## src/rtl/aibcr3_dcc_dlyline_ctrl_if.sv

```systemverilog
// Control bus between the DCC code generator and the delay-line sequencer.
// The master side issues target codes and freeze; the slave side (the
// sequencer) returns the applied code, thermometer select and status.
interface aibcr3_dcc_dlyline_ctrl_if #(
  parameter int unsigned NCELL = 16,
  parameter int unsigned CW    = 5
);

  logic             code_vld;
  logic [CW-1:0]    dly_code;
  logic             freeze;
  logic [NCELL-1:0] bk;
  logic [CW-1:0]    cur_code;
  logic             busy;
  logic             code_ack;
  logic             clamp;
  logic             drop;

  modport master (
    output code_vld, dly_code, freeze,
    input  bk, cur_code, busy, code_ack, clamp, drop
  );

  modport slave (
    input  code_vld, dly_code, freeze,
    output bk, cur_code, busy, code_ack, clamp, drop
  );

endinterface

```

## src/rtl/aibcr3_dcc_dlyline_ctrl.sv

```systemverilog
// DCC delay-line sequencer: walks the thermometer-coded delay line one cell
// at a time toward a requested code, with a settle interval after each step
// so the line output never sees a multi-cell jump.
module aibcr3_dcc_dlyline_ctrl #(
  parameter int unsigned NCELL    = 16,
  parameter int unsigned CW       = 5,
  parameter int unsigned SETTLE   = 4,
  parameter int unsigned RST_CODE = 0
) (
  input logic                    clk,
  input logic                    rst_n,
  aibcr3_dcc_dlyline_ctrl_if.slave bus
);

  localparam int unsigned     CNTW     = (SETTLE > 1) ? $clog2(SETTLE) : 1;
  localparam logic [CW-1:0]   NCELL_C  = CW'(NCELL);
  localparam logic [CW-1:0]   RST_C    = CW'(RST_CODE);
  localparam logic [CNTW-1:0] CNT_LOAD = CNTW'(SETTLE - 1);

  // Thermometer encode: bit i set iff i < c.
  function automatic logic [NCELL-1:0] therm(input logic [CW-1:0] c);
    logic [NCELL-1:0] t;
    t = '0;
    for (int unsigned i = 0; i < NCELL; i++) begin
      t[i] = (CW'(i) < c);
    end
    return t;
  endfunction

  localparam logic [NCELL-1:0] RST_BK = therm(RST_C);

  typedef enum logic [1:0] {
    S_IDLE   = 2'd0,
    S_STEP   = 2'd1,
    S_SETTLE = 2'd2,
    S_DONE   = 2'd3
  } state_t;

  state_t           state_q, state_d;
  logic [CW-1:0]    target_q, target_d;
  logic [CW-1:0]    cur_q, cur_d;
  logic [CNTW-1:0]  cnt_q, cnt_d;
  logic [NCELL-1:0] bk_q, bk_d;
  logic             clamp_q, clamp_d;
  logic             busy_q, busy_d;
  logic             ack_q, ack_d;
  logic             drop_q, drop_d;

  // Next-state and next-output logic for the step/settle sequencer.
  always_comb begin
    state_d  = state_q;
    target_d = target_q;
    cur_d    = cur_q;
    cnt_d    = cnt_q;
    clamp_d  = clamp_q;

    case (state_q)
      S_IDLE: begin
        if (bus.code_vld) begin
          if (bus.dly_code > NCELL_C) begin
            target_d = NCELL_C;
            clamp_d  = 1'b1;
          end else begin
            target_d = bus.dly_code;
          end
          state_d = (target_d == cur_q) ? S_DONE : S_STEP;
        end
      end

      S_STEP: begin
        if (cur_q < target_q) begin
          cur_d = cur_q + CW'(1);
        end else if (cur_q > target_q) begin
          cur_d = cur_q - CW'(1);
        end
        cnt_d   = CNT_LOAD;
        state_d = S_SETTLE;
      end

      S_SETTLE: begin
        if (!bus.freeze) begin
          if (cnt_q == '0) begin
            state_d = (cur_q == target_q) ? S_DONE : S_STEP;
          end else begin
            cnt_d = cnt_q - CNTW'(1);
          end
        end
      end

      S_DONE: begin
        state_d = S_IDLE;
      end

      default: begin
        state_d = S_IDLE;
      end
    endcase

    // bk is re-encoded from the next code, so a single-code step can only
    // flip one bit and the register is a thermometer by construction.
    bk_d   = therm(cur_d);
    // busy also covers the IDLE cycle right after DONE.
    busy_d = (state_d != S_IDLE) || (state_q == S_DONE);
    ack_d  = (state_d == S_DONE);
    drop_d = bus.code_vld && (state_q != S_IDLE);
  end

  // State and output registers, asynchronously reset to the reset code.
  always_ff @(posedge clk or negedge rst_n) begin
    if (!rst_n) begin
      state_q  <= S_IDLE;
      target_q <= RST_C;
      cur_q    <= RST_C;
      cnt_q    <= '0;
      bk_q     <= RST_BK;
      clamp_q  <= 1'b0;
      busy_q   <= 1'b0;
      ack_q    <= 1'b0;
      drop_q   <= 1'b0;
    end else begin
      state_q  <= state_d;
      target_q <= target_d;
      cur_q    <= cur_d;
      cnt_q    <= cnt_d;
      bk_q     <= bk_d;
      clamp_q  <= clamp_d;
      busy_q   <= busy_d;
      ack_q    <= ack_d;
      drop_q   <= drop_d;
    end
  end

  assign bus.bk       = bk_q;
  assign bus.cur_code = cur_q;
  assign bus.busy     = busy_q;
  assign bus.code_ack = ack_q;
  assign bus.clamp    = clamp_q;
  assign bus.drop     = drop_q;

endmodule

```

## src/flat_wrapper.sv

```systemverilog
// flat-port wrapper written by rule: the top's interface ports become plain ports
module aibcr3_dcc_dlyline_ctrl_flat 
#(
  parameter int unsigned NCELL    = 16,
  parameter int unsigned CW       = 5,
  parameter int unsigned SETTLE   = 4,
  parameter int unsigned RST_CODE = 0
)
  (clk, rst_n, bus_code_vld, bus_dly_code, bus_freeze, bus_bk, bus_cur_code, bus_busy, bus_code_ack, bus_clamp, bus_drop);
  aibcr3_dcc_dlyline_ctrl_if #(.NCELL(NCELL), .CW(CW)) bus_i ();
  input logic clk;
  input logic rst_n;
  input wire logic [$bits(bus_i.code_vld)-1:0] bus_code_vld;
  input wire logic [$bits(bus_i.dly_code)-1:0] bus_dly_code;
  input wire logic [$bits(bus_i.freeze)-1:0] bus_freeze;
  output wire logic [$bits(bus_i.bk)-1:0] bus_bk;
  output wire logic [$bits(bus_i.cur_code)-1:0] bus_cur_code;
  output wire logic [$bits(bus_i.busy)-1:0] bus_busy;
  output wire logic [$bits(bus_i.code_ack)-1:0] bus_code_ack;
  output wire logic [$bits(bus_i.clamp)-1:0] bus_clamp;
  output wire logic [$bits(bus_i.drop)-1:0] bus_drop;
  assign bus_i.code_vld = bus_code_vld;
  assign bus_i.dly_code = bus_dly_code;
  assign bus_i.freeze = bus_freeze;
  assign bus_bk = bus_i.bk;
  assign bus_cur_code = bus_i.cur_code;
  assign bus_busy = bus_i.busy;
  assign bus_code_ack = bus_i.code_ack;
  assign bus_clamp = bus_i.clamp;
  assign bus_drop = bus_i.drop;
  aibcr3_dcc_dlyline_ctrl #(.NCELL(NCELL), .CW(CW), .SETTLE(SETTLE), .RST_CODE(RST_CODE)) u_core (.clk(clk), .rst_n(rst_n), .bus(bus_i));
endmodule
```

## config.mk

```make
export PLATFORM = sky130hd
export DESIGN_NAME = aibcr3_dcc_dlyline_ctrl_flat
export DESIGN_NICKNAME = d
export VERILOG_FILES = /design/src/rtl/aibcr3_dcc_dlyline_ctrl_if.sv /design/src/rtl/aibcr3_dcc_dlyline_ctrl.sv /design/src/flat_wrapper.sv
export SDC_FILE = /design/constraint.sdc
export NUM_CORES = 1
export LEC_CHECK = 0
export CAP_MARGIN = 15
export CORE_MARGIN = 5
export CORE_UTILIZATION = 50
export CTS_CLUSTER_DIAMETER = 50
export CTS_CLUSTER_SIZE = 10
export DETAILED_ROUTE_END_ITERATION = 16
export PLACE_DENSITY = 0.76
export RECOVER_POWER = 50
export SETUP_SLACK_MARGIN = 0.15
export SLEW_MARGIN = 30
export SYNTH_ARGS = -nofsm -noshare
export SYNTH_HDL_FRONTEND = slang
export SYNTH_SLANG_ARGS = --single-unit
```

## constraint.sdc

```tcl
create_clock -name clk -period 2.95 [get_ports clk]
set_input_delay 0.295 -clock clk [delete_from_list [all_inputs] [get_ports clk]]
set_output_delay 0.295 -clock clk [all_outputs]
set_load 0.005 [all_outputs]
```

==> key figures, run 1 <==
Run status
  • Status: finished, violations left
  • Failing checks: capacitance limit, slew limit

Worst setup path
  • Stages on worst setup path: 7
  • CP bufs+invs: 0
  • Slowest CP cell: xor2_1
  • CP top delay family: compound AO/OA/AOI/OAI gates
  • Worst R2R Path Depth: 7
  • Worst setup EP type: flip-flop
  • Crit-path cells: ha_1, and2_4, a221o_1, nor3_2, o21ai_0, xor2_1, o21ai_0
  • Critical setup path kind: reg2reg
  • Required time worst endpoint: 3.07 ns
  • Critical Path AT: 2.74 ns
  • Crit path top cell by count: o21ai_0
  • Worst Path Max Fanout: 8
  • Startpoint Class: flip-flop
  • CP max stage delay: 0.45 ns

STA
  • Hold Vio Cnt, Final: 0
  • Worst setup margin: 0.338 ns
  • Sum Neg Setup Slack: 0 ns
  • Slew HR: -0.168
  • Crit path time final: 2.61 ns
  • Unrepaired setup endpoints after global routing: false
  • Skew final: 0.0116 ns
  • Final Max Slew Viols: 34
  • Final period util: 0.885
  • Worst-Margin Slew: 1.75 ns
  • Final setup viols: 0
  • Hold WS: 0.486 ns
  • FMAX: 383 MHz

Synthesis
  • Area leader, netlist: dfrtp_1
  • Cell variety after synth: 53
  • Mapped Cells: 193
  • Most numerous cell in the Yosys netlist: dfrtp_1
  • Post-synth top cells: dfrtp_1, inv_1, nor2_1, o21ai_0, nand2_1
  • Mean Syn Cell Area: 9.82 sq um
  • Cell Area, Synth: 1900 sq um
  • Main synth FF type: dfrtp_1
  • Yosys reg bits: 33
  • Post-synthesis sequential area ratio: 0.436
  • Top post-synthesis cells by area: dfrtp_1, ha_1, o21ai_0
  • Ys Warns: 0
  • Post-Syn Nets: 210
  • Synth top area share: 0.436
  • Async SR Flop Fraction: 1.00
  • EDFF count, synth: 0

Clock network
  • CTS clock-pin slew for the worst setup and hold paths: 0.07 ns
  • H-tree depth: 2
  • CTS Root Cell: clkbuf_8
  • Max Buffers Root-to-Sink: 2
  • Clk sinks: 33
  • Clock Latency Late Sink: 0.29 ns
  • Number of setup buffers added after CTS: 0
  • Num CTS Buffers: 5
  • CTS tree: built

Worst hold path
  • Hold/Removal Path Class: reg2reg
  • Hold Path Depth: 1

Route
  • Post-Route WL: 4520 um
  • Initial DRT Pass Iterations: 6
  • Post-route DRC: 0
  • Via/cell ratio: 5.78
  • Routed wire per std cell: 16.3 um
  • DR iter-0 viols: 92
  • Routed vias: 1,607
  • Routed Antenna Nets: 0

Placement
  • Port Buffer Count: 33
  • Dpl hpwl: 3410 um
  • Worst slack at placement: 0.381 ns
  • RePlAce Congestion: 0.917
  • DP Area: 2290 sq um

Job
  • Max Cap Viol: 1

Final layout
  • Share of layout cells above drive strength 1: 0.122
  • Post-route cell area: 2420 sq um
  • Layout fillers: 292
  • Final Net Count: 246
  • Multi-input logic area: 983 sq um
  • N_diodes: 0
  • Layout overhead on the synthesized area: 27.9%
  • Sequential standard cell area: 826 sq um

GRT
  • GRT Total Usage: 0.190
  • Vias in the first global route: 1,589
  • Grt ovf: 0
  • First-pass GRT wire length: 7480 um
  • Initial antenna violation count: 0
  • Largest net degree at the start of global routing: 34

Power
  • Peak supply drop: 0.572 mV
  • Pwr/cell area: 1270 nW/um^2
  • Total power: 3090 uW
  • P_leak: 0.00102 uW

Die
  • Ports: 34
  • Die X: 71.6 um
  • Core area: 3660 sq um
  • # rows: 22
  • Die height: 71.6 um
  • Initial core utilization: 0.518
  • Die area: 5120 sq um
==> kinds of logic after synthesis <==
family | after synthesis | synth area share
xor+xnor | 4 | 0.0185
fa+ha+maj | 8 | 0.0528
compound gates | 63 | 0.255
mux | 4 | 0.0218
simple gates | 58 | 0.167
buf+inv | 23 | 0.0495
flops | 33 | 0.436
==> stage by stage <==
step / utilization / std cells
after floorplan: - / 193
after global placement: 0.624 / 270
after detailed placement: 0.624 / 270
after CTS: 0.661 / 278
after global routing: 0.662 / 278
final: 0.662 / 278
==> cell type report <==
class / instances / area share
Timing Repair Buffer: 39 / 0.153
Inverter: 13 / 0.0201
Multi-Input combinational cell: 137 / 0.406
Tap cell: 48 / 0.0248
Sequential cell: 33 / 0.341
Clock buffer: 5 / 0.0284
Clock inverter: 3 / 0.0268
==> flip-flops by register name, summed over array words and instances (netlist names), 2 cells and up <==
signal               count
u_core.bus.bk           16
u_core.bus.cur_code      4
u_core.cnt_q             2
u_core.state_q           2
u_core.target_q          5
==> routing by layer <==
metal / global-route usage / wire length (um) / up-vias
li1: - / - / 777
met4: 0.0856 / 112 / 0
met2: 0.329 / 2290 / 61
met5: 0 / 0 / -
met3: 0.0533 / 281 / 11
met1: 0.216 / 1840 / 758
==> power by group <==
| part | leakage, uW | internal [uW] | switching (uW) | total [uW] |
|---|---|---|---|---|
| Sequential | 0.000394 | 662 | 106 | 767 |
| Clock | 0.0000681 | 336 | 169 | 504 |
| Combinational | 0.000558 | 797 | 1020 | 1810 |
==> cells in the final DEF, fill, tap and decap left out, types with 2 or more instances in the layout <==
cell and instances:
nand2b_1 5, a21oi_1 4, o31ai_1 6, nand4_1 2, o22a_1 2, or3_1 2, a2111oi_2 2, a211o_1 2
o21ai_1 7, o21a_1 2, inv_1 13, nor4b_1 2, clkdlybuf4s50_1 26, ha_1 8, o21ai_0 13, xnor2_1 2
nor2_1 13, dfrtp_1 33, nor3_1 4, nand3_1 6, buf_4 5, a21oi_2 3, clkbuf_8 5, o211ai_1 2
o22ai_1 3, a31oi_1 4, nor2b_1 3, bufinv_16 2, dlygate4sd3_1 7, mux2i_1 3, a211oi_1 4, nand2_1 10
==> what timing repair did <==
item / in CTS / in global routing
setup endpoints to repair: 0 / 1
hold buffers: 0 / 0
gates resized for setup: 0 / 1
==> final timing paths <==
check | slack, ns | to | from
setup / recovery | 0.34 | u_core.bus.bk[10] | u_core.bus.bk[15]
hold / removal | 0.49 | u_core.bus.clamp | u_core.bus.clamp
setup reg to reg | 0.34 | u_core.bus.bk[10] | u_core.bus.bk[15]
hold reg to reg | 0.49 | u_core.bus.clamp | u_core.bus.clamp
max in group asynchronous | 0.93 | u_core.bus.bk[8] | rst_n
min in group asynchronous | 1.01 | u_core.target_q[4] | rst_n
No activity file was read; power rests on OpenSTA's default activity.
==> inputs of run 2 (changes only) <==
--- a/config.mk
+++ b/config.mk
@@ -13,6 +13,7 @@
 export DETAILED_ROUTE_END_ITERATION = 16
 export PLACE_DENSITY = 0.76
 export RECOVER_POWER = 50
+export REMOVE_ABC_BUFFERS = 1
 export SETUP_SLACK_MARGIN = 0.15
 export SLEW_MARGIN = 30
 export SYNTH_ARGS = -nofsm -noshare
==> key figures, run 2 (synthesis gave the netlist of run 1 again) <==
Run status
  • Status: finished, violations left
  • Failing checks: capacitance limit, slew limit

Power
  • P_leak: 0.00101 uW
  • Seq pwr share: 0.258
  • Comb pwr share: 0.599
  • Sw power: 1290 uW
  • Internal: 1750 uW
  • Pwr/cell area: 1260 nW/um^2
  • Clock share of power: 0.142
  • Sw Ratio: 0.424
  • Peak supply drop: 0.654 mV

Job
  • Max Cap Viol: 1

Clock network
  • CTS Root Cell: clkbuf_8
  • Clk sinks: 33
  • H-tree depth: 2
  • Max Buffers Root-to-Sink: 2
  • CTS clock-pin slew for the worst setup and hold paths: 0.07 ns
  • CTS tree: built
  • CTS Hold Bufs: 0
  • Num CTS Buffers: 5
  • Clock Latency Late Sink: 0.28 ns

Route
  • Routed Antenna Nets: 0
  • Post-route DRC: 0
  • DR iter-0 viols: 72
  • Routed wire per std cell: 15.8 um
  • Initial DRT Pass Iterations: 4
  • Post-Route WL: 4400 um
  • Via/cell ratio: 5.63
  • Routed vias: 1,565

STA
  • Skew final: 0.00482 ns
  • Hold Vio Cnt, Final: 0
  • Sum Neg Setup Slack: 0 ns
  • Unrepaired setup endpoints after global routing: false
  • Crit path time final: 2.57 ns
  • Final Max Slew Viols: 34
  • Final setup viols: 0
  • Final period util: 0.872
  • FMAX: 389 MHz
  • Worst-Margin Slew: 1.71 ns
  • Slew HR: -0.138

Die
  • Die height: 71.6 um
  • Core area: 3660 sq um
  • Die X: 71.6 um
  • Die area: 5120 sq um
  • Ports: 34
  • # rows: 22
  • Initial core utilization: 0.518

Worst setup path
  • Critical Path AT: 2.72 ns
  • Startpoint Class: flip-flop
  • Worst Path Max Fanout: 8
  • Worst setup EP type: flip-flop
  • R2r endpoint: u_core.bus.bk[6]
  • Critical setup path kind: reg2reg
  • Worst setup path endpoint: u_core.bus.bk[6]
  • Reg-to-reg slack, setup: 0.38 ns
  • R2r startpoint: u_core.bus.bk[15]
  • Critical path startpoint: u_core.bus.bk[15]
  • Worst R2R Path Depth: 7
  • Required time worst endpoint: 3.10 ns

Worst hold path
  • Hold/Removal Path Class: reg2reg
  • Hold wc startpoint: u_core.bus.clamp

Final layout
  • Commonest non-fill, non-tap cell in the layout: dfrtp_1
  • Layout overhead on the synthesized area: 27.3%
  • Layout fillers: 279
  • Most frequent cells in the layout: dfrtp_1, clkdlybuf4s50_1, inv_1, nor2_1, o21ai_0
  • Share of layout cells above drive strength 1: 0.122
  • Fin cells: 278
  • Largest register FFs: 16
  • Post-route cell area: 2410 sq um
  • N_diodes: 0
  • Final Net Count: 246

Placement
  • Port Buffer Count: 33
  • Dpl hpwl: 3330 um
  • Placed instance count: 270
  • DP Area: 2290 sq um
  • RePlAce Congestion: 0.874

GRT
  • Initial antenna violation count: 0
  • Vias in the first global route: 1,503
  • First-pass GRT wire length: 7400 um
  • GRT Total Usage: 0.186
  • Grt ovf: 0
  • Largest net degree at the start of global routing: 34
-- run 2: worst min path at each step --
stage                             endpoint  slack (ns)  cells past startpoint
after detailed placement  u_core.bus.clamp        0.47                      1
after CTS                  u_core.bus.drop        0.42                      2
after global placement    u_core.bus.clamp        0.46                      1
final                     u_core.bus.clamp        0.48                      1
after floorplan           u_core.bus.bk[0]     -0.0006                      0
after global routing      u_core.bus.clamp        0.51                      1
-- run 2: through the flow --
step           hold slack [ns]  power, uW  setup WS [ns]   util
2_1_floorplan        -0.000591       1920          0.479      -
3_3_place_gp             0.463       2590          0.366  0.624
3_5_place_dp             0.469       2610          0.321  0.624
4_1_cts                  0.419       3060          0.313  0.656
5_1_grt                  0.507       3290          0.165  0.659
6_report                 0.483       3040          0.378  0.659
-- run 2: layout make-up --
type | count | area (sq um) | share of cell area
clock buffer | 7 | 86.3 | 0.0358
clock inverter | 1 | 30.0 | 0.0124
inverter | 13 | 48.8 | 0.0202
multi-input combinational | 137 | 991 | 0.411
sequential | 33 | 826 | 0.342
tap | 48 | 60.1 | 0.0249
timing repair buffer | 39 | 372 | 0.154
-- run 2: power groups by stage --
stage                     combinational (uW)  sequential [uW]  clock [uW]
after floorplan                         1080              847           0
after CTS                               1830              789         442
final                                   1820              786         432
after global routing                    2010              813         468
after global placement                  1800              787           0
after detailed placement                1810              798           0
-- run 2: per-layer routing --
metal	part of all wire	vias up	global-route usage
met1	0.44	719	0.247
li1	-	778	-
met4	0.017	0	0.0626
met3	0.072	9	0.0449
met2	0.47	59	0.299
met5	0	-	0
-- run 2: worst max-delay path, cell delays in order (launching register included) --
cell and delay, ns:
dfrtp_1 0.39, ha_1 0.39, and2_4 0.21, a221oi_4 0.43, nand2_1 0.19, mux2i_1 0.20
o41ai_4 0.50, o22ai_1 0.14
-- run 2: repair_timing --
action	in CTS	in global routing
endpoints found under the setup margin	0	7
setup buffers	0	0
resized for setup	0	2
==> inputs of run 3 (changes only) <==
--- a/config.mk
+++ b/config.mk
@@ -7,11 +7,11 @@
 export LEC_CHECK = 0
 export CAP_MARGIN = 15
 export CORE_MARGIN = 5
-export CORE_UTILIZATION = 50
+export CORE_UTILIZATION = 30
 export CTS_CLUSTER_DIAMETER = 50
 export CTS_CLUSTER_SIZE = 10
 export DETAILED_ROUTE_END_ITERATION = 16
-export PLACE_DENSITY = 0.76
+export PLACE_DENSITY = 0.5
 export RECOVER_POWER = 50
 export REMOVE_ABC_BUFFERS = 1
 export SETUP_SLACK_MARGIN = 0.15
==> key figures, run 3 (synthesis gave the netlist of run 1 again) <==
Final layout
  • Share of layout cells above drive strength 1: 0.130
  • Largest register FFs: 16
  • N_diodes: 0
  • Commonest non-fill, non-tap cell in the layout: dfrtp_1
  • Layout overhead on the synthesized area: 28.8%
  • Fin util: 0.391
  • Most frequent cells in the layout: dfrtp_1, clkdlybuf4s50_1, inv_1, nor2_1, o21ai_0
  • Fin cells: 308
  • Final Net Count: 247

Placement
  • Placed instance count: 300
  • Port Buffer Count: 33
  • Dpl hpwl: 3470 um
  • RePlAce Congestion: 0.794

Power
  • Total power: 2970 uW
  • P_leak: 0.00101 uW
  • Peak supply drop: 0.379 mV
  • Pwr/cell area: 1220 nW/um^2

Worst setup path
  • Startpoint Class: flip-flop
  • Required time worst endpoint: 3.09 ns
  • Critical Path AT: 2.74 ns
  • Critical setup path kind: reg2reg
  • Worst Path Max Fanout: 8
  • Worst setup EP type: flip-flop

Run status
  • Status: finished, violations left
  • Failing checks: capacitance limit, slew limit

GRT
  • Vias in the first global route: 1,529
  • Global Route met2 Usage: 0.200
  • GR Util met3: 0.0221
  • Met1 usage: 0.177
  • Initial antenna violation count: 0
  • Top Usage Layer GRT: met2
  • GRT Total Usage: 0.129
  • Grt ovf: 0
  • Largest net degree at the start of global routing: 34
  • First-pass GRT wire length: 7870 um

Clock network
  • Num CTS Buffers: 5
  • CTS tree: built
  • Max Buffers Root-to-Sink: 2
  • Clock Latency Late Sink: 0.29 ns
  • Clk sinks: 33
  • CTS Root Cell: clkbuf_8
  • H-tree depth: 2
  • CTS Hold Bufs: 0
  • CTS clock-pin slew for the worst setup and hold paths: 0.07 ns

STA
  • Worst-Margin Slew: 1.81 ns
  • Slew HR: -0.206
  • Unrepaired setup endpoints after global routing: false
  • Final setup viols: 0
  • FMAX: 385 MHz
  • Skew final: 0.00676 ns
  • Crit path time final: 2.60 ns
  • Sum Neg Setup Slack: 0 ns
  • Hold Vio Cnt, Final: 0
  • Final Max Slew Viols: 34
  • Final period util: 0.880

Worst hold path
  • Hold/Removal Path Class: reg2reg

Route
  • DR iter-0 viols: 74
  • Post-route DRC: 0
  • Routed wire per std cell: 15.5 um
  • Post-Route WL: 4760 um
  • Via/cell ratio: 5.12
  • Routed vias: 1,576
  • Routed Antenna Nets: 0
  • Initial DRT Pass Iterations: 4

Die
  • Die height: 89.5 um
  • Initial core utilization: 0.304
  • Core area: 6240 sq um
  • Die X: 89.5 um
  • Ports: 34
  • # rows: 29
  • Die area: 8010 sq um

Job
  • Max Cap Viol: 1
## run 3: layer usage
layer | part of all wire | vias to the layer above | wire length, um
met1 | 0.48 | 765 | 2300
met3 | 0.035 | 5 | 169
met5 | 0 | - | 0
met2 | 0.47 | 29 | 2230
met4 | 0.013 | 0 | 63
li1 | - | 777 | -
## run 3: final cells by class
cell class / count / area, sq um
well taps: 77 / 96.3
clock inverters: 1 / 5.00
inverters: 13 / 48.8
flip-flops and latches: 33 / 826
multi-input cells: 137 / 991
repair buffers: 40 / 379
fillers: 640 / 3800
clock buffers: 7 / 96.3
## run 3: what timing repair did
action                     CTS  global route
setup endpoints to repair    0             6
gates resized for setup      0             2
setup buffers                0             0
## run 3: worst max-delay path, stage by stage, from the launching register on
cell and delay, ns:
dfrtp_1 0.38, ha_1 0.38, and2_4 0.20, a221o_1 0.42
nor3_2 0.29, o21ai_0 0.19, xor2_2 0.41, o21ai_0 0.17
## run 3: path summary, 6_finish.rpt
path | startpoint | to | slack (ns) | depth (start not counted)
worst min register to register | u_core.bus.clamp | u_core.bus.clamp | 0.48 | 1
min in group asynchronous | rst_n | u_core.bus.bk[12] | 1.02 | 2
worst max-delay path | u_core.bus.bk[15] | u_core.bus.bk[11] | 0.35 | 7
worst min-delay path | u_core.bus.clamp | u_core.bus.clamp | 0.48 | 1
worst max register to register | u_core.bus.bk[15] | u_core.bus.bk[11] | 0.35 | 7
max in group asynchronous | rst_n | u_core.bus.bk[15] | 0.88 | 2
## run 3: stage by stage
step | hold slack (ns) | instance area [sq um] | setup WS (ns)
floorplan | -0.000591 | 1850 | 0.479
global placement | 0.462 | 2330 | 0.253
detailed placement | 0.467 | 2330 | 0.218
CTS | 0.425 | 2430 | 0.193
global route | 0.506 | 2440 | 0.196
finish | 0.479 | 2440 | 0.353
## run 3: power breakdown
part,internal [uW],total (uW),switching [uW],leakage (uW)
clock,211,382,171,0.0000542
sequential,661,764,103,0.000394
combinational,810,1820,1010,0.000563
total,1680,2970,1290,0.00101
==> variant 1: new RTL, settings of run 1 <==
`NCELL` is set to 16 in 3 places; all go to 32.
--- a/src/rtl/aibcr3_dcc_dlyline_ctrl_if.sv
+++ b/src/rtl/aibcr3_dcc_dlyline_ctrl_if.sv
@@ -4,3 +4,3 @@
 interface aibcr3_dcc_dlyline_ctrl_if #(
-  parameter int unsigned NCELL = 16,
+  parameter int unsigned NCELL = 32,
   parameter int unsigned CW    = 5
--- a/src/rtl/aibcr3_dcc_dlyline_ctrl.sv
+++ b/src/rtl/aibcr3_dcc_dlyline_ctrl.sv
@@ -4,3 +4,3 @@
 module aibcr3_dcc_dlyline_ctrl #(
-  parameter int unsigned NCELL    = 16,
+  parameter int unsigned NCELL    = 32,
   parameter int unsigned CW       = 5,
--- a/src/flat_wrapper.sv
+++ b/src/flat_wrapper.sv
@@ -3,3 +3,3 @@
 #(
-  parameter int unsigned NCELL    = 16,
+  parameter int unsigned NCELL    = 32,
   parameter int unsigned CW       = 5,
Interface: changed (resized bus_bk); port bits go from 34 to 50. No check against the original RTL was run, so the function may have changed too.
==> variant 1 against run 1 <==
- the flow still finishes with violations (max-capacitance violations, max-slew violations)
- wire length is 5.3% lower
- setup slack better by 0.11 ns
- design area is 15% higher
- utilization is 1.5 points lower
- sequential cell count is 15 higher
- synthesized area is 17% higher
- power is 3.1% lower
- sequential share of layout area is 8.9 points higher
- maximum frequency is 4.2% higher
- synthesized cell count is 3.1% higher
- critical endpoint is now u_core.bus.bk[16]
- highest routed layer unchanged
==> variant 1: results (changes against run 1) <==
Met2 routed WL -> 2090 um (was 2290 um)
Global Route met1 Usage -> 20.1% (was 21.6%)
Ratio of cells with drive above 1 in the final layout -> 11.5% (was 12.2%)
Worst skew pair latency -> 0.30 ns
Routability Congestion -> 0.844 (was 0.917)
Combinational Power -> 1.47 mW (was 1.81 mW)
IO Port Bufs -> 48 (was 33)
Final nets -> 260 (was 246)
Setup Skew -> 0.00682 ns (was 0.0116 ns)
Mapped Avg Cell Area -> 11.1 um2 (was 9.82 um2)
Post-Route M1 WL -> 1870 um (was 1840 um)
Pwr per Cell Area -> 1070 nW/um2 (was 1270 nW/um2)
Post-Place Worst Slack -> 0.460 ns (was 0.381 ns)
Initial DRT Pass Iterations -> 4 (was 6)
CP arrival -> 2.66 ns (was 2.74 ns)
Vias per cell -> 5.35 (was 5.78)
CP delay by family, top -> simple AND/OR/NAND/NOR gates (was compound AO/OA/AOI/OAI gates)
Seq/Total Area, Yosys -> 54.3% (was 43.6%)
Vias in the first global route -> 1561 (was 1589)
Hpwl dp -> 3110 um (was 3410 um)
Clock Power Share -> 16.0% (was 16.3%)
Final min period -> 2.51 ns (was 2.61 ns)
DR top layer -> met4 (unchanged)
Layout filler cell count -> 370 (was 292)
First-pass GRT wire length -> 7610 um (was 7480 um)
Largest net degree at the start of global routing -> 49 (was 34)
Post-synth EDFFs -> 0 (unchanged)
Sw Pwr -> 1.15 mW (was 1.29 mW)
Least-Margin Pin Slew -> 2.45 ns (was 1.75 ns)
Worst-path clk slew -> 0.09 ns (was 0.07 ns)
Slew Limit Fails -> 49 (was 34)
Top post-synthesis cells by count -> 48 x dfrtp_1, 14 x nor2_1, 13 x inv_1, 12 x nand3_1, 10 x o21ai_0 (was 33 x dfrtp_1, 13 x inv_1, 13 x nor2_1, 13 x o21ai_0, 10 x nand2_1)
Worst Path Max Fanout -> 13 (was 8)
Per-cell routed wire length -> 14.5 um (was 16.3 um)
Met2 GRT Util -> 25.9% (was 32.9%)
CP max-delay cell -> dfrtp_1 (was xor2_1)
Detailed Route Iter0 Violations -> 105 (was 92)
Reg2reg end -> u_core.bus.bk[16] (was u_core.bus.bk[10])
Final std cells w/o fill -> 296 (was 278)
Max incr delay on CP -> 0.49 ns (was 0.45 ns)
GR met3 Demand/Resource -> 4.37% (was 5.33%)
WHS -> 0.483 ns (was 0.486 ns)
Top cells by area, synth -> dfrtp_1 54%, ha_1 4.5%, nand3_1 2.7%, nor2_1 2.4%, o21ai_0 2.3% (was dfrtp_1 44%, ha_1 5.3%, o21ai_0 3.4%, inv_1 2.6%, nor2_1 2.6%)
Status -> finished, violations left (unchanged)
DP Area -> 2690 um2 (was 2290 um2)
Met3 WL post-DR -> 283 um (was 281 um)
Failing checks -> max-capacitance violations, max-slew violations (unchanged)
GRT Overall Usage -> 15.7% (was 19.0%)
Syn nets -> 216 (was 210)
Max_cap viols -> 1 (unchanged)
Max reg flops -> 31 (was 16)
Placed insts -> 288 (was 270)
Netlist cell types -> 50 (was 53)
variant 1: cell count changes after synthesis, moves of 5 or more:
cell	run 1	this run
o21ai_1	7	2
a21oi_1	4	9
clkbuf_1	6	1
nand3_1	6	12
dfrtp_1	33	48
variant 1: cells by family (layout without fill, tap and decap cells):
logic type      count (synthesis)  count (layout)  synth area share, %
simple gates                   66              66                 17.8
flops                          48              48                 54.3
compound gates                 43              43                 13.6
buf+inv                        27              72                 6.61
fa+ha+maj                       8               8                 4.52
xor+xnor                        3               3                 1.53
mux                             3               3                 1.53
other cells                     1               1                0.169
variant 1: cell type report:
| cell class | count | area (um2) | share of cell area (%) |
|---|---|---|---|
| clock inverter | 3 | 46.3 | 1.66 |
| inverter | 13 | 48.8 | 1.74 |
| clock buffer | 5 | 68.8 | 2.46 |
| tap | 52 | 65.1 | 2.33 |
| multi-input combinational | 124 | 873 | 31.2 |
| sequential | 48 | 1200 | 43.0 |
| timing repair buffer | 51 | 493 | 17.6 |
==> variant 2: new RTL, settings of run 1 <==
Made on the original files. Encoding of `state_t`: now one-hot (4 bits for 4 states).
--- a/src/rtl/aibcr3_dcc_dlyline_ctrl.sv
+++ b/src/rtl/aibcr3_dcc_dlyline_ctrl.sv
@@ -31,7 +31,7 @@
 
-  typedef enum logic [1:0] {
-    S_IDLE   = 2'd0,
-    S_STEP   = 2'd1,
-    S_SETTLE = 2'd2,
-    S_DONE   = 2'd3
+  typedef enum logic [3:0] {
+    S_IDLE   = 4'b0001,
+    S_STEP   = 4'b0010,
+    S_SETTLE = 4'b0100,
+    S_DONE   = 4'b1000
   } state_t;
Formal check against the unedited RTL: same outputs for any inputs over 10 cycles, from zero or initial values and one cycle with rst_n low; not proved beyond that.
==> variant 2 against run 1 <==
- the flow still finishes with violations (max-capacitance violations, max-slew violations)
- sequential cell count increased by 2
- design area down 0.21%
- power is 8.0% lower
- maximum frequency down 1.7%
- setup slack got worse by 0.044 ns
- synthesized area rose by 0.13%
- wire length increased by 4.8%
- critical path depth stayed put
- clock skew shrank 0.0043 ns
- largest cell class unchanged
==> variant 2: results (changes against run 1) <==
Maximum vdd ir drop -> 0.000710 V (was 0.000572 V)
First-pass GRT wire length -> 7800 um (was 7480 um)
Max_cap viols -> 1 (unchanged)
Setup Skew -> 0.00733 ns (was 0.0116 ns)
Failing checks -> max-capacitance violations, max-slew violations (unchanged)
Worst Path Max Fanout -> 6 (was 8)
Syn nets -> 201 (was 210)
CTS buffer count -> 5 (unchanged)
Reg2reg end -> u_core.bus.bk[10] (unchanged)
Top post-synthesis cells by count -> 34 x dfrtp_1, 15 x inv_1, 11 x nand2_1, 10 x o21ai_0 (was 33 x dfrtp_1, 13 x inv_1, 13 x nor2_1, 13 x o21ai_0, 10 x nand2_1)
Per-cell routed wire length -> 17.4 um (was 16.3 um)
Worst skew pair latency -> 0.28 ns
Largest net degree at the start of global routing -> 36 (was 34)
Top cells by area, synth -> dfrtp_1 45%, ha_1 5.3%, inv_1 3.0%, o21ai_0 2.6%, a21oi_1 2.4% (was dfrtp_1 44%, ha_1 5.3%, o21ai_0 3.4%, inv_1 2.6%, nor2_1 2.6%)
CP arrival -> 2.81 ns (was 2.74 ns)
Compound-Gate Fraction of Synth Area -> 22.0% (was 25.5%)
Synth Area in XOR/XNOR -> 2.64% (was 1.85%)
Hpwl dp -> 3350 um (was 3410 um)
DP Area -> 2290 um2 (about the same)
Slew Limit Fails -> 36 (was 34)
YS warnings -> 0 (unchanged)
Detailed Route Iter0 Violations -> 123 (was 92)
Worst Setup SP -> u_core.bus.cur_code[3] (was u_core.bus.bk[15])
Initial antenna violation count -> 0 (unchanged)
Reg2reg setup slack -> 0.29 ns (was 0.34 ns)
Status -> finished, violations left (unchanged)
Netlist cell types -> 50 (was 53)
Post-CTS Setup Bufs -> 0 (unchanged)
Vias per cell -> 5.86 (was 5.78)
Initial DRT Pass Iterations -> 4 (was 6)
GRT Overall Usage -> 19.1% (was 19.0%)
CTS Buffer Depth -> 2 (unchanged)
Final nets -> 240 (was 246)
Leak pwr -> 1.05 nW (was 1.02 nW)
ANT cells -> 0 (unchanged)
Vias in the first global route -> 1608 (was 1589)
Seq/Total Area, Yosys -> 46.2% (was 43.6%)
Ratio of cells with drive above 1 in the final layout -> 12.9% (was 12.2%)
IO Port Bufs -> 33 (unchanged)
Worst Hold Class -> reg2reg (unchanged)
Adder-cell share of the synthesized area -> 5.27% (was 5.28%)
H-tree levels -> 2 (unchanged)
Multiplexer share of the synthesized area -> 3.36% (was 2.18%)
Post-CTS sizing -> 0 (unchanged)
Routability Congestion -> 0.967 (was 0.917)
Area leader, netlist -> dfrtp_1 (unchanged)
Worst-path clk slew -> 0.07 ns (about the same)
Relative slew margins -> -23.4% (was -16.8%)
-- variant 2: changes by cell type after synthesis, moves of 3 or more --
cell | run 1 | this run
a21oi_1 | 4 | 9
clkbuf_1 | 6 | 3
o211ai_1 | 2 | 5
a21oi_2 | 3 | 0
o31ai_1 | 6 | 3
o21ai_0 | 13 | 10
nor2_1 | 13 | 9
o21ai_1 | 7 | 3
-- variant 2: through the flow --
stage | instances | total power, mW | worst slack (ns)
after floorplan | 184 | 1.82 | 0.472
after CTS | 272 | 2.78 | 0.218
after detailed placement | 264 | 2.41 | 0.251
final | 272 | 2.84 | 0.294
after global routing | 272 | 3.04 | 0.171
after global placement | 264 | 2.33 | 0.376
-- variant 2: worst min-delay path by stage --
stage,from,end,slack [ns],cells after the start
floorplan,rst_n,u_core.bus.bk[0],-0.0006,0
global placement,u_core.bus.clamp,u_core.bus.clamp,0.46,1
detailed placement,u_core.bus.clamp,u_core.bus.clamp,0.46,1
CTS,rst_n,u_core.bus.bk[7],0.44,2
global route,u_core.bus.clamp,u_core.bus.clamp,0.49,1
finish,u_core.bus.clamp,u_core.bus.clamp,0.49,1
-- variant 2: cells by family (layout without fill, tap and decap cells) --
| kind of cell | after synthesis | after routing |
|---|---|---|
| simple gates | 53 | 53 |
| compound gates | 56 | 56 |
| buf+inv | 22 | 62 |
| xor+xnor | 4 | 4 |
| flops | 35 | 35 |
| mux | 6 | 6 |
| fa+ha+maj | 8 | 8 |
-- variant 2: critical path: stages (launching register included) --
cell       delay [ns]
dfrtp_1          0.51
ha_1             0.41
and4b_1          0.26
a211o_1          0.33
a21oi_4          0.26
mux2i_1          0.18
a2111oi_4        0.46
o21ai_0          0.12
-- variant 2: power by group --
| group | total (mW) | internal, mW | switching [mW] | leakage (nW) |
|---|---|---|---|---|
| registers | 0.825 | 0.692 | 0.133 | 0.424 |
| clock network | 0.350 | 0.188 | 0.162 | 0.0482 |
| logic | 1.66 | 0.747 | 0.918 | 0.583 |
-- variant 2: per-layer routing --
metal,global-route usage [%],wire length (um),vias up
met3,3.79,332,6
met1,24.3,1990,777
li1,-,-,741
met2,31.6,2350,70
met4,7.93,66,0
met5,0,0,-
-- variant 2: layout make-up --
class / instances / area, um2
Multi-Input combinational cell: 127 / 962
Sequential cell: 35 / 877
Fill cell: 281 / 1240
Clock buffer: 7 / 86.3
Clock inverter: 1 / 5.00
Tap cell: 48 / 60.1
Timing Repair Buffer: 39 / 372
Inverter: 15 / 56.3
